### src/rtl/cpu_types_pkg.sv
// Shared CPU datapath types: word type, instruction cache FSM states,
// address slicing view and default cache geometry.
package cpu_types_pkg;

  typedef logic [31:0] word_t;

  localparam int ICACHE_SETS  = 16;
  localparam int ICACHE_IDX_W = $clog2(ICACHE_SETS);
  localparam int ICACHE_TAG_W = 30 - ICACHE_IDX_W;

  typedef enum logic {
    IDLE,
    FETCH
  } icache_state_t;

  // Byte address viewed as {tag, idx, byte offset} for the default geometry
  typedef struct packed {
    logic [ICACHE_TAG_W-1:0] tag;
    logic [ICACHE_IDX_W-1:0] idx;
    logic [1:0]              bytoff;
  } icachef_t;

endpackage

### src/rtl/icache_frames.sv
// Frame storage for the direct-mapped instruction cache: valid bits
// (reset-cleared), tag and data arrays with one write port and a
// combinational lookup port.
module icache_frames
  import cpu_types_pkg::*;
#(
  parameter int SETS  = ICACHE_SETS,
  parameter int IDX_W = $clog2(SETS),
  parameter int TAG_W = 30 - IDX_W
) (
  input  logic             CLK,
  input  logic             RST,
  input  logic [IDX_W-1:0] ridx,
  input  logic [TAG_W-1:0] rtag,
  output logic             rhit,
  output word_t            rdata,
  input  logic             wen,
  input  logic [IDX_W-1:0] widx,
  input  logic [TAG_W-1:0] wtag,
  input  word_t            wdata
);

  logic [SETS-1:0]  valid;
  logic [TAG_W-1:0] tags [SETS];
  word_t            data [SETS];

  // Valid bits: cleared by reset, set when a frame is filled
  always_ff @(posedge CLK) begin
    if (RST) begin
      valid <= '0;
    end else if (wen) begin
      valid[widx] <= 1'b1;
    end
  end

  // Tag and data arrays need no reset; valid gates their use
  always_ff @(posedge CLK) begin
    if (wen) begin
      tags[widx] <= wtag;
      data[widx] <= wdata;
    end
  end

  // Combinational lookup of the indexed frame
  always_comb begin
    rhit  = valid[ridx] && (tags[ridx] == rtag);
    rdata = data[ridx];
  end

endmodule

### src/rtl/icache.sv
// Direct-mapped, one-word-per-frame instruction cache.
// Hits are answered combinationally in IDLE; a miss latches the address and
// performs a blocking single-word fill from memory in FETCH.
// Optional feature macro: ICACHE_STATS_EN enables hit/miss counters.
module icache
  import cpu_types_pkg::*;
#(
  parameter int SETS = ICACHE_SETS
) (
  input  logic        CLK,
  input  logic        RST,
  input  logic        imemREN,
  input  logic [31:0] imemaddr,
  output logic        ihit,
  output logic [31:0] imemload,
  output logic        iREN,
  output logic [31:0] iaddr,
  input  logic        iwait,
  input  logic [31:0] iload,
  output logic [31:0] hit_count,
  output logic [31:0] miss_count
);

  localparam int IDX_W = $clog2(SETS);
  localparam int TAG_W = 30 - IDX_W;

  icache_state_t            state;
  logic [TAG_W+IDX_W-1:0]   fill_q;
  logic [IDX_W-1:0]         lidx;
  logic [TAG_W-1:0]         ltag;
  logic                     rhit;
  word_t                    rdata;
  logic                     fill_done;
  logic                     miss;
  logic                     unused_boff;

  assign lidx        = imemaddr[IDX_W+1:2];
  assign ltag        = imemaddr[31:IDX_W+2];
  assign unused_boff = ^imemaddr[1:0];

  icache_frames #(
    .SETS  (SETS),
    .IDX_W (IDX_W),
    .TAG_W (TAG_W)
  ) u_frames (
    .CLK   (CLK),
    .RST   (RST),
    .ridx  (lidx),
    .rtag  (ltag),
    .rhit  (rhit),
    .rdata (rdata),
    .wen   (fill_done),
    .widx  (fill_q[IDX_W-1:0]),
    .wtag  (fill_q[TAG_W+IDX_W-1:IDX_W]),
    .wdata (iload)
  );

  // Fetch-side response, memory request and fill strobe decoded from state
  always_comb begin
    ihit      = (state == IDLE) && imemREN && rhit;
    miss      = (state == IDLE) && imemREN && !rhit;
    imemload  = ihit ? rdata : '0;
    iREN      = (state == FETCH);
    iaddr     = iREN ? {fill_q, 2'b00} : '0;
    fill_done = (state == FETCH) && !iwait;
  end

  // Miss/fill FSM; the fill always completes for the latched address
  always_ff @(posedge CLK) begin
    if (RST) begin
      state  <= IDLE;
      fill_q <= '0;
    end else begin
      case (state)
        IDLE: begin
          if (miss) begin
            fill_q <= {ltag, lidx};
            state  <= FETCH;
          end
        end
        FETCH: begin
          if (!iwait) begin
            state <= IDLE;
          end
        end
        default: state <= IDLE;
      endcase
    end
  end

`ifdef ICACHE_STATS_EN
  // Hit/miss statistics, wrapping modulo 2^32
  always_ff @(posedge CLK) begin
    if (RST) begin
      hit_count  <= '0;
      miss_count <= '0;
    end else begin
      if (ihit) hit_count  <= hit_count + 32'd1;
      if (miss) miss_count <= miss_count + 32'd1;
    end
  end
`else
  assign hit_count  = '0;
  assign miss_count = '0;
`endif

endmodule

### config.mk
export PLATFORM = sky130hd
export DESIGN_NAME = icache
export DESIGN_NICKNAME = d
export VERILOG_FILES = /design/src/rtl/cpu_types_pkg.sv /design/src/rtl/icache_frames.sv /design/src/rtl/icache.sv
export SDC_FILE = /design/constraint.sdc
export NUM_CORES = 1
export LEC_CHECK = 0
export ABC_AREA = 1
export BUFFER_PORTS_ARGS = -buffer_cell sky130_fd_sc_hd__clkbuf_2
export CELL_PAD_IN_SITES_DETAIL_PLACEMENT = 1
export CELL_PAD_IN_SITES_GLOBAL_PLACEMENT = 2
export CORE_ASPECT_RATIO = 1.25
export CORE_MARGIN = 2
export CORE_UTILIZATION = 40
export DETAILED_ROUTE_END_ITERATION = 10
export MAX_ROUTING_LAYER = met4
export PLACE_DENSITY = 0.84
export REMOVE_ABC_BUFFERS = 1
export SYNTH_ARGS = -nofsm -noshare
export SYNTH_HDL_FRONTEND = slang
export SYNTH_SLANG_ARGS = --single-unit
### constraint.sdc
create_clock -name CLK -period 4.7 [get_ports CLK]
set_input_delay 0.94 -clock CLK [delete_from_list [all_inputs] [get_ports CLK]]
set_output_delay 0.94 -clock CLK [all_outputs]
set_load 0.01 [all_outputs]
Word level (Yosys, flattened, before mapping) --
Memories as Yosys holds them, arrays and structs flattened. Cells that the tools add are included.
Operators by class: equal/unequal tests 1, reduce and logical (&&, ||, !) cells 9, mux-type cells 11, bitwise logic cells 2, order comparisons 3
Operators by type and width (number):
- 32-bit two-way mux | 2
- 26-bit equality test | 1
- 16-bit OR | 1
- 4-bit by 5-bit < comparator with 1-bit output, second input constant | 2
- 1-bit logical AND | 6
- 1-bit two-way mux | 6
- 1-bit binary-select mux with 4-bit select | 1
- 1-bit demux with 4-bit select | 1
- 4-bit by 1-bit >= comparator with 1-bit output, second input constant | 1
- 1-bit logical NOT | 2
- 1-bit case mux with 2 select lines | 1
- 2-bit AND reduction | 1
- 1-bit inverter | 1
Word-level totals: output and inout port bits 130, memories 2, register bits 47, bits in writable memories 928, logic and storage cells 31, bits of input ports 68
Memory list:
- u_frames.data | words 16, bits a word 32, read ports 1, clocked after memory_dff 0, write ports 1, RTL line icache_frames.sv:25 | word_t data [SETS];
- u_frames.tags | words 16, bits a word 26, read ports 1, clocked after memory_dff 0, write ports 1, RTL line icache_frames.sv:24 | logic [TAG_W-1:0] tags [SETS];

Depth between registers and ports, before layout --
depth in word-level cells 7, mapped depth 22, mapped depth without buffers 18

Hierarchy --
A second synthesis with hierarchy kept.
Second synthesis, totals: cell total of the unflattened synthesis 3521, area, all modules 40403.8 sq um
Modules (own cells, without submodules):
- icache_frames | seq. area each 28187.0 sq um, cells each 3125, times used 1, area each 38145.3 sq um
- icache | seq. area each 620.6 sq um, cells each 396, times used 1, area each 2258.4 sq um

Worst setup path after synthesis --
Ideal clock, no wire load.
path kind input port to flip-flop, from in iwait, to mem u_frames.data[12][0] (netlist bit), enable pin, setup time 0.475 ns, cell stages on the path 5, data required time 4.225 ns, arrival 3.706 ns, setup slack 0.518 ns, path buffers 0, path through inv_1 > nand2_1 > nor3_1 > inv_1 > nor2_1
On the way: longest elaborated chain between the ends 4
RTL lines:
- start: declaration | RTL line icache.sv:18 | input logic iwait,
- 1-bit logical NOT
- 1-bit logical AND | RTL line icache.sv:65 | fill_done = (state == FETCH) && !iwait;
- 1-bit two-way mux | RTL line icache_frames.sv:38 | if (wen) begin
- 1-bit two-way mux (implied by the code) | RTL line icache_frames.sv:40 | data[widx] <= wdata;
- end: declaration | RTL line icache_frames.sv:25
Every way passes these cells.

Worst setup path after layout --
from in imemaddr[2], to out imemload[11]
On the way: longest elaborated chain between the ends 5, elaborated cells between the ends (all ways) 8, classes of those cells eq/ne: 1; mux: 3; reduce/logical: 2; memory: 2
RTL lines:
- start: declaration | RTL line icache.sv:13 | input logic [31:0] imemaddr,
- memory read 16 x 26 bit / 1-bit binary-select mux with 4-bit select (equally long branches)
- 26-bit equality test / 1-bit two-way mux (equally long branches) | RTL line icache_frames.sv:46 | rhit = valid[ridx] && (tags[ridx] == rtag);
- 1-bit logical AND | RTL line icache_frames.sv:46
- 1-bit logical AND | RTL line icache.sv:60 | ihit = (state == IDLE) && imemREN && rhit;
- 32-bit two-way mux (*) | RTL line icache.sv:62 | imemload = ihit ? rdata : '0;
- end: declaration | RTL line icache.sv:15 | output logic [31:0] imemload,
Mark *: on every way between the ends. The rest lies on a longest branch, timed or not. The select of a mux whose other input is x is not followed.

==> metrics list <==
* Worst skew pair latency: 0.69 ns
* Worst setup SP type: input port
- Kind of cell adding the most delay to the critical path: simple AND/OR/NAND/NOR gates
- Req. time, crit path: ~3.8 ns
- Std cell rows: 130
* Kind of critical path: input port to output port
- The first global-routing pass estimated 180,000 um of wire.
- Across every metal layer, demand over resource in global routing totals 0.237.
- The clock period could shrink to 4.59 ns.
- The worst setup path is captured at an output port.
- Most area-hungry cell type in the Yosys netlist: sky130_fd_sc_hd__edfxtp_1
* Die extent in y: 360 um
- Core outline area: 0.101 mm2
- The first routing iteration left 2,260 violations.
- First-pass detailed-route iteration total: 5
- For this design the ratio of total power to cell area is 402 mW/mm2.
- Overall die width: 289 um
* Hold bufs inserted after CTS: 0
- Static timing analysis puts the maximum clock frequency at around 0.22 GHz.
- Commonest cells in the netlist: sky130_fd_sc_hd__edfxtp_1, sky130_fd_sc_hd__nand2_1, sky130_fd_sc_hd__nand3_1
- Post-synthesis cell count: 3,487
- The initial antenna violation count was 1.
* EDFF count, synth: 928
- Mean routed wirelength per cell: 24.2 um
* Library cell appearing most often on the critical path: sky130_fd_sc_hd__nand2_1
* Layout cells sized above 1: 0.115
- Initial core utilization: 0.403
- Most used flip-flop cell after synthesis: sky130_fd_sc_hd__edfxtp_1
- Buffers inserted during clock tree synthesis total 96.
- Critical-path cell list: buf_12 > inv_16 > buf_12 > nand2_1 > nand2_1 > nand2_1 > nand3_1 > nand3_1 > nand2_1 > o21ai_0 > nand3b_1 > nor2_1 > nand2_1 > nor2_2 > nand2_4 > buf_12 > nor2_2 > clkbuf_2
- Worst vdd ir: approximately 0.26 mV
* H-tree lvl count: 3
- Total wirelength of the detailed-routed design: around 120,000 um
- Post-synth cell types: 30
- Clock skew after layout: 0.0405 ns
- Remaining antenna violation count after routing: 0
- Once layout is done, the placed cells without fillers occupy 0.0460 mm2.
- Worst-margin pin slew: roughly 1.1 ns
- Root cell of the clock tree: sky130_fd_sc_hd__clkbuf_16
* Netlist Area Pre-Place: 0.0405 mm2
- Final Net Count: 3,670
- Top-area cell type share of the netlist area: 0.687
* Worst Hold Class: flip-flop to flip-flop
* Clock tree from TritonCTS: done
* Final Hold Violating Endpoints: 0
* Die Outline Area: just over 0.1 mm2
* Via count of the first global-routing pass: 28,900
* Critical-path top delay cell: sky130_fd_sc_hd__inv_16
- Total via count in the routed design: 27,700
* Setup repair after global routing missed its margin: no
- Data arrives at the worst endpoint at roughly 3.7 ns.
- Max cap viols: 0
- Setup violations, final: 0
* Average cell area after synthesis: 11.6 um2
- Relative to the synthesized area, the layout overhead comes to 13.4%.
- Final weighted congestion in routability-driven placement: 0.780
- DP Wirelength: 67,000 um
* IO buf count: 129
- Number of clock sinks: approximately 980
* Global route overflow: 0
- sky130_fd_sc_hd__edfxtp_1 is the most common cell in the netlist.
* Max Root-Sink Buffers: 3
* Sequential-to-total area share from yosys stat: 0.710
- Largest net degree at the start of global routing: 125
- Run status: completed
- In this design, the stage delay of the slowest critical-path cell is 0.24 ns.
- Post-detailed-route DRC marker count: 0
- Critical path peak fanout: 51
- Final period utilization: 0.976
* Slew headroom: 0.251
* Placement Cell Area: approximately 0.043 mm2
- For this run, asynchronously set or reset flops after synthesis account for 0.
* Leakage: 17.2 nW
- Together, buffers and inverters on the worst path number 5.
- At the end of the flow the core is filled with cells to 0.457.
- Register bit total from synthesis: 975
* Vias per cell: 5.53
- Warnings, synthesis: 0
* Number of I/O pins: 198
* Final Max Tran Viols: 0
- Clock-pin slew was measured on the worst setup and hold paths at 0.06 ns.
- Cell types with the largest area share after synthesis: sky130_fd_sc_hd__edfxtp_1, sky130_fd_sc_hd__nand2_1, sky130_fd_sc_hd__nand3_1
-- final cells by class --
type | instances | area, um2
diodes | 1 | 2.50
clock buffers | 126 | 2580
clock inverters | 48 | 455
fillers | 10600 | 54600
inverters | 226 | 895
multi-input cells | 2065 | 9640
flip-flops and latches | 975 | 28800
well taps | 1320 | 1650
repair buffers | 238 | 1940
-- path summary, 6_finish.rpt --
| path | startpoint | end | slack (ns) | depth (start not counted) |
|---|---|---|---|---|
| hold reg to reg | u_frames.valid[1]$_SDFFE_PP0P_ | u_frames.valid[1]$_SDFFE_PP0P_ | 0.46 | 1 |
| setup / recovery | imemaddr[2] | imemload[11] | 0.11 | 18 |
| setup reg to reg | iREN$_SDFF_PP0_ | u_frames.data[15][31]$_DFFE_PP_ | 1.83 | 5 |
| hold / removal | u_frames.valid[1]$_SDFFE_PP0P_ | u_frames.valid[1]$_SDFFE_PP0P_ | 0.46 | 1 |
-- sequential cells by signal (all words and copies together), names as in the netlist --
signal          cells
u_frames.tags     416
iREN                1
u_frames.data     512
fill_q             30
u_frames.valid     16
-- timing repair --
| item | CTS | global route |
|---|---|---|
| setup buffers | 0 | 3 |
| endpoints found under the setup margin | 2 | 33 |
| resized for setup | 2 | 10 |
| gates cloned | 0 | 3 |
| hold endpoints to repair | 0 | 0 |
-- routing by layer --
metal,part of all wire,track usage,vias up
met5,0,-,-
met4,0.027,0.0794,0
met3,0.048,0.0255,193
met2,0.50,0.397,815
met1,0.42,0.300,14300
li1,-,-,12400
-- placed cells by master (no fill, tap or decap), types with 3 or more instances in the layout --
master                      count
sky130_fd_sc_hd__buf_16         3
sky130_fd_sc_hd__nor2_2        31
sky130_fd_sc_hd__bufinv_16      7
sky130_fd_sc_hd__a31oi_1        7
sky130_fd_sc_hd__a32oi_1        5
sky130_fd_sc_hd__clkbuf_16    102
sky130_fd_sc_hd__o211ai_1      27
sky130_fd_sc_hd__buf_12        27
sky130_fd_sc_hd__o21a_1        10
sky130_fd_sc_hd__inv_16         3
sky130_fd_sc_hd__nor2_1       202
sky130_fd_sc_hd__edfxtp_1     928
sky130_fd_sc_hd__clkbuf_2     126
sky130_fd_sc_hd__o21ai_0       56
sky130_fd_sc_hd__a221oi_1     111
sky130_fd_sc_hd__buf_6          3
sky130_fd_sc_hd__nor2_4        13
sky130_fd_sc_hd__o31ai_1       32
sky130_fd_sc_hd__a21oi_1      277
sky130_fd_sc_hd__o21ai_1       24
sky130_fd_sc_hd__clkbuf_1      27
sky130_fd_sc_hd__conb_1        66
sky130_fd_sc_hd__dfxtp_1       46
sky130_fd_sc_hd__inv_4          5
sky130_fd_sc_hd__nand4_1        4
sky130_fd_sc_hd__clkinv_2      14
sky130_fd_sc_hd__nand3_1      291
sky130_fd_sc_hd__nor3_1         4
sky130_fd_sc_hd__clkinv_1      21
sky130_fd_sc_hd__inv_1        217
sky130_fd_sc_hd__buf_4         75
sky130_fd_sc_hd__nand2_1      897
sky130_fd_sc_hd__nand3b_1       3
-- report_power, final --
group          switching, W  internal (W)  leakage (nW)
Combinational      0.000856      0.000345          6.86
Sequential         0.000107       0.00960          8.86
Clock               0.00329       0.00426          1.48
Total               0.00425        0.0142          17.2
-- kinds of logic (layout without fill, tap and decap cells) --
family,count (synthesis),after routing,share of synthesized area
other cells,1,67,0.0000925
simple gates,1450,1450,0.146
compound gates,549,549,0.0830
buf+inv,512,638,0.0606
flops,975,975,0.710
-- worst reg2reg max path, stage by stage, from the launching register on --
cell and delay, ns:
sky130_fd_sc_hd__dfxtp_2 0.67, sky130_fd_sc_hd__nand2_1 0.18, sky130_fd_sc_hd__nor3_1 0.43, sky130_fd_sc_hd__nand2_1 0.21, sky130_fd_sc_hd__inv_4 0.64, sky130_fd_sc_hd__buf_12 0.38
-- per-stage QoR --
step	hold slack (ns)	setup WS (ns)	std cells	power, W	setup TNS [ns]
5_1_grt	0.477	0.00266	4999	0.0190	0
4_1_cts	0.467	0.0754	4992	0.0185	0
6_report	0.462	0.112	4999	0.0185	0
2_1_floorplan	0.429	-3.30	3266	0.0105	-177.88
3_3_place_gp	0.442	0.0134	4818	0.0110	0
3_5_place_dp	0.451	0.0340	4818	0.0111	0
No activity file was read; power rests on OpenSTA's default activity.
